[src/rtl/fetch_unit.sv]
// Instruction fetch stage: drives a request/ack instruction memory and fills the IF/ID register.
// Branch redirects squash in-flight responses; a hazard freeze parks an early response in a hold buffer.
module fetch_unit #(
    parameter logic [31:0] RESET_PC  = 32'h0000_0000,
    parameter logic [31:0] NOP_INSTR = 32'hE1A0_0000
) (
    input  logic        clk,
    input  logic        rst,
    input  logic        freeze,
    input  logic        branch_taken,
    input  logic [31:0] branch_addr,
    output logic        imem_req,
    output logic [31:0] imem_addr,
    input  logic        imem_ack,
    input  logic [31:0] imem_rdata,
    output logic [31:0] instr_out,
    output logic [31:0] pc_out,
    output logic        valid_out
);

    typedef enum logic [1:0] {
        IDLE   = 2'd0,
        WAIT   = 2'd1,
        SQUASH = 2'd2,
        HOLD   = 2'd3
    } state_t;

    state_t      state_reg, state_next;
    logic        req_reg, req_next;
    logic [31:0] addr_reg, addr_next;
    logic [31:0] redirect_reg, redirect_next;
    logic [31:0] hold_reg, hold_next;
    logic [31:0] instr_reg, instr_next;
    logic [31:0] pc_reg, pc_next;
    logic        valid_reg, valid_next;

    logic        deliver;
    logic [31:0] deliver_word;

    always_ff @(posedge clk or negedge rst) begin
        if (!rst) begin
            state_reg    <= IDLE;
            req_reg      <= 1'b0;
            addr_reg     <= RESET_PC;
            redirect_reg <= 32'h0;
            hold_reg     <= 32'h0;
            instr_reg    <= NOP_INSTR;
            pc_reg       <= 32'h0;
            valid_reg    <= 1'b0;
        end else begin
            state_reg    <= state_next;
            req_reg      <= req_next;
            addr_reg     <= addr_next;
            redirect_reg <= redirect_next;
            hold_reg     <= hold_next;
            instr_reg    <= instr_next;
            pc_reg       <= pc_next;
            valid_reg    <= valid_next;
        end
    end

    // Fetch sequencing; imem_ack is only looked at in the two requesting states.
    always_comb begin
        state_next    = state_reg;
        addr_next     = addr_reg;
        redirect_next = redirect_reg;
        hold_next     = hold_reg;
        deliver       = 1'b0;
        deliver_word  = hold_reg;

        case (state_reg)
            IDLE: begin
                if (branch_taken) begin
                    addr_next  = branch_addr;
                    state_next = WAIT;
                end else if (!freeze) begin
                    state_next = WAIT;
                end
            end
            WAIT: begin
                if (branch_taken) begin
                    if (imem_ack) begin
                        addr_next = branch_addr;
                    end else begin
                        redirect_next = branch_addr;
                        state_next    = SQUASH;
                    end
                end else if (imem_ack) begin
                    if (!freeze) begin
                        deliver      = 1'b1;
                        deliver_word = imem_rdata;
                        addr_next    = addr_reg + 32'd4;
                    end else begin
                        hold_next  = imem_rdata;
                        state_next = HOLD;
                    end
                end
            end
            SQUASH: begin
                // The response still owed for the old address is dropped.
                if (branch_taken) begin
                    redirect_next = branch_addr;
                end
                if (imem_ack) begin
                    addr_next  = branch_taken ? branch_addr : redirect_reg;
                    state_next = WAIT;
                end
            end
            HOLD: begin
                if (branch_taken) begin
                    addr_next  = branch_addr;
                    state_next = WAIT;
                end else if (!freeze) begin
                    deliver      = 1'b1;
                    deliver_word = hold_reg;
                    addr_next    = addr_reg + 32'd4;
                    state_next   = WAIT;
                end
            end
            default: begin
                state_next = IDLE;
            end
        endcase
    end

    assign req_next = (state_next == WAIT) || (state_next == SQUASH);

    // IF/ID register: branch beats freeze beats deliver beats bubble.
    always_comb begin
        instr_next = instr_reg;
        pc_next    = pc_reg;
        valid_next = valid_reg;
        if (branch_taken) begin
            instr_next = NOP_INSTR;
            pc_next    = 32'h0;
            valid_next = 1'b0;
        end else if (freeze) begin
            instr_next = instr_reg;
        end else if (deliver) begin
            instr_next = deliver_word;
            pc_next    = addr_reg + 32'd4;
            valid_next = 1'b1;
        end else begin
            instr_next = NOP_INSTR;
            valid_next = 1'b0;
        end
    end

    assign imem_req  = req_reg;
    assign imem_addr = addr_reg;
    assign instr_out = instr_reg;
    assign pc_out    = pc_reg;
    assign valid_out = valid_reg;

endmodule

[config.mk]
export PLATFORM = sky130hd
export DESIGN_NAME = fetch_unit
export DESIGN_NICKNAME = d
export VERILOG_FILES = /design/src/rtl/fetch_unit.sv
export SDC_FILE = /design/constraint.sdc
export NUM_CORES = 1
export LEC_CHECK = 0
export CORE_MARGIN = 3
export CORE_UTILIZATION = 40
export DETAILED_ROUTE_END_ITERATION = 16
export PLACE_DENSITY = 0.64
export RECOVER_POWER = 100
export SLEW_MARGIN = 20
export SYNTH_ARGS = -nofsm -noshare
export SYNTH_HDL_FRONTEND = slang
export SYNTH_SLANG_ARGS = --single-unit
[constraint.sdc]
create_clock -name clk -period 3.06 [get_ports clk]
set_input_delay 0.306 -clock clk [delete_from_list [all_inputs] [get_ports clk]]
set_output_delay 0.306 -clock clk [all_outputs]
set_load 0.005 [all_outputs]
==> results by group <==
GRT
  • GRT overflow: 0
  • First-pass GRT wire length: 38300 um
  • Vias in the first global route: 6897
  • Initial antenna violation count: 0
  • Largest net degree at the start of global routing: 65
  • Total global-route track usage: 0.217

Pwr
  • Clock share of power: 0.208
  • Power Dens Cells: 928 nW/um2
  • Switching Share: 0.388
  • Logic pwr share: 0.426
  • Internal power: 0.00622 W
  • Overall power: 0.0102 W
  • LEAKAGE: 4.66 nW
  • Seq pwr share: 0.366
  • Sw Pwr: 0.00394 W
  • Max VDD drop: 440 uV

Logic synthesis
  • Sequential element share of the synthesized area: 0.493
  • Area leader, netlist: dfrtp_1
  • Net Count, Synth: 889
  • Synth async-reset ratio: 1.00
  • Top cell type's share of synthesized area: 0.474
  • Post-Synthesis Cells: 814
  • Synth warn: 0
  • Area contributors post-synth: dfrtp_1 47%, mux2_2 9.3%, o21ai_0 4.6%, nand2_1 4.4%, mux2i_1 3.1%
  • Cell Area, Synth: 8340 um2
  • Syn avg cell area: 10.2 um2
  • Yosys cell types: 72
  • #FFs+latches synth: 164
  • Post-synth top flop: dfrtp_1
  • EDFF count, synth: 0

Worst setup path
  • CP required: 3380 ps
  • Worst setup EP type: flip-flop
  • Crit Path Class: reg2reg
  • CP arrival: 3030 ps
  • Reg2Reg Launch Point: state_reg[1]$_DFF_PN0_
  • Worst setup startpoint: state_reg[1]$_DFF_PN0_
  • Crit-path max FO: 11
  • Critical Path Source Type: flip-flop

STA
  • Fin crit share: 0.887
  • Worst Tran Pin Value: 1630 ps
  • Fin. Hold Viols: 0
  • F_max: 0.368 GHz
  • Setup slack after layout: 346 ps
  • Clk_skew: 7.76 ps
  • Final min period: 2710 ps
  • Slew Viols, Final: 61
  • Endpoints failing setup: 0
  • Max_slew headroom: -0.0845
  • Setup TNS: 0 ps
  • RSZ-0062 raised after global routing: no

Run
  • Max cap viols: 1

Clock network
  • CTS sink count: 164
  • Number of buffers created by CTS: 17
  • Reg clk slew, reported paths: 80 ps
  • Post-CTS Setup Repair Bufs: 0
  • Clock tree buffer depth: 2
  • Htree depth: 4
  • Post-CTS Hold Buffers: 1
  • CTS tree: built
  • Post-cts sizing count: 0
  • Skew-Pair Late Insertion Delay: 430 ps
  • Clock root cell: clkbuf_16

Placed design
  • Placed Cells: 1227
  • GPL Wtd Cong: 0.912
  • PortBufs: 166
  • Post-DP HPWL: 17700 um
  • DP Worst Slack: 551 ps

Final layout
  • Most common cell after layout, fill and taps aside: dfrtp_1
  • Commonest cells after routing, fill and taps aside: 158 x dfrtp_1, 99 x dlygate4sd3_1, 98 x nand2_1
  • Layout Nets: 1052
  • Fin util: 0.537
  • Area grow syn2layout: 31.2%
  • # fillers: 1854
  • # diodes: 0
  • Layout cells sized above 1: 0.154
  • Post-Layout Cell Count: 1260

Outcome
  • Outcome: finished with violations
  • Failing checks: max-capacitance violations, max-slew violations

Die
  • Starting Density: 0.410
  • Die extent in y: 150 um
  • IO Pins: 167
  • Die Wd: 150 um
  • Total core area: 20400 um2
  • Die area: 22600 um2
  • Row count: 52

Drt
  • M1 WL: 10800 um
  • Metal3 WL: 1660 um
  • Uppermost layer routed: met4
  • Vias: 7021
  • Vias/cell: 5.57
  • WL/cell: 19.1 um
  • Drt first pass iters: 5
  • Post-route ant nets: 0
  • Met2 routed WL: 10900 um
  • Starting DRT DRC Count: 719
  • Drt drc: 0
  • Aggregate routed wire length: 24100 um

Worst hold path
  • Hold_sp: imem_rdata[31]
  • Hold Crit Class: in2reg
## layout make-up
cell class	count	area, um2	share of cell area
Sequential cell	164	4110	0.376
Multi-Input combinational cell	584	3970	0.362
Timing Repair Buffer	202	1910	0.175
Clock buffer	17	425	0.0389
Tap cell	270	338	0.0309
Clock inverter	15	161	0.0147
Inverter	8	30.0	0.00274
## path summary, 6_finish.rpt
path / to / depth (start not counted) / slack [ps]
max in group asynchronous: pc_out[28]$_DFFE_PN0P_ / 3 / 810
min in group asynchronous: instr_out[2]$_DFFE_PN0N_ / 2 / 810
hold / removal: instr_out[31]$_DFFE_PN1N_ / 3 / 420
setup reg to reg: imem_addr[26]$_DFFE_PN0P_ / 8 / 350
hold reg to reg: instr_out[16]$_DFFE_PN0N_ / 2 / 480
setup / recovery: imem_addr[26]$_DFFE_PN0P_ / 8 / 350
## per-layer routing
| layer | up-vias | global-route usage |
|---|---|---|
| met3 | 52 | 0.0551 |
| met2 | 269 | 0.321 |
| li1 | 3317 | - |
| met5 | - | 0 |
| met1 | 3383 | 0.310 |
| met4 | 0 | 0.0750 |
## power groups by stage
stage / logic [W] / clock network, W / registers [W]
floorplan: 0.00273 / 0 / 0.00356
global placement: 0.00445 / 0 / 0.00374
detailed placement: 0.00451 / 0 / 0.00376
CTS: 0.00453 / 0.00216 / 0.00372
global route: 0.00477 / 0.00225 / 0.00383
finish: 0.00433 / 0.00211 / 0.00372
## cells by family (layout without fill, tap and decap cells)
logic type,after synthesis,count (layout),synth area share
fa+ha+maj,6,6,0.00900
mux,95,95,0.124
xor+xnor,28,28,0.0294
buf+inv,66,242,0.0312
compound gates,199,199,0.161
simple gates,256,256,0.152
flops,164,164,0.493
## cells in the mapped netlist (all sizes together) (3+ instances only)
cell	n
o21a	4
xor2	14
nand3	49
nand2b	4
ha	6
nor2	41
dfrtp	158
nand3b	5
buf	19
and3	6
a22oi	8
o311ai	3
a31oi	14
o22ai	4
xnor2	14
nor4	9
o2111ai	5
mux2i	26
clkbuf	39
o21ai	78
nand4	12
a21oi	15
a22o	14
a32oi	5
and2	5
nand2	98
a221oi	6
nor3	7
and4	4
or3	3
a211oi	3
nor2b	6
mux2	69
a21o	7
o211ai	4
dfstp	6
inv	8
## worst max-delay path, stage by stage, from the launching register on
cell	delay, ps
dfrtp_1	400
inv_1	100
ha_1	240
or2_0	490
a211o_1	510
nor2_1	160
clkbuf_1	300
a31oi_1	140
o221a_2	260
## metrics by stage
step,hold WS [ps],cell area [um2]
after floorplan,10.4,8340
after global placement,324,10400
after detailed placement,327,10400
after CTS,410,11000
after global routing,448,10900
final,424,10900
No activity file was read; power rests on OpenSTA's default activity.
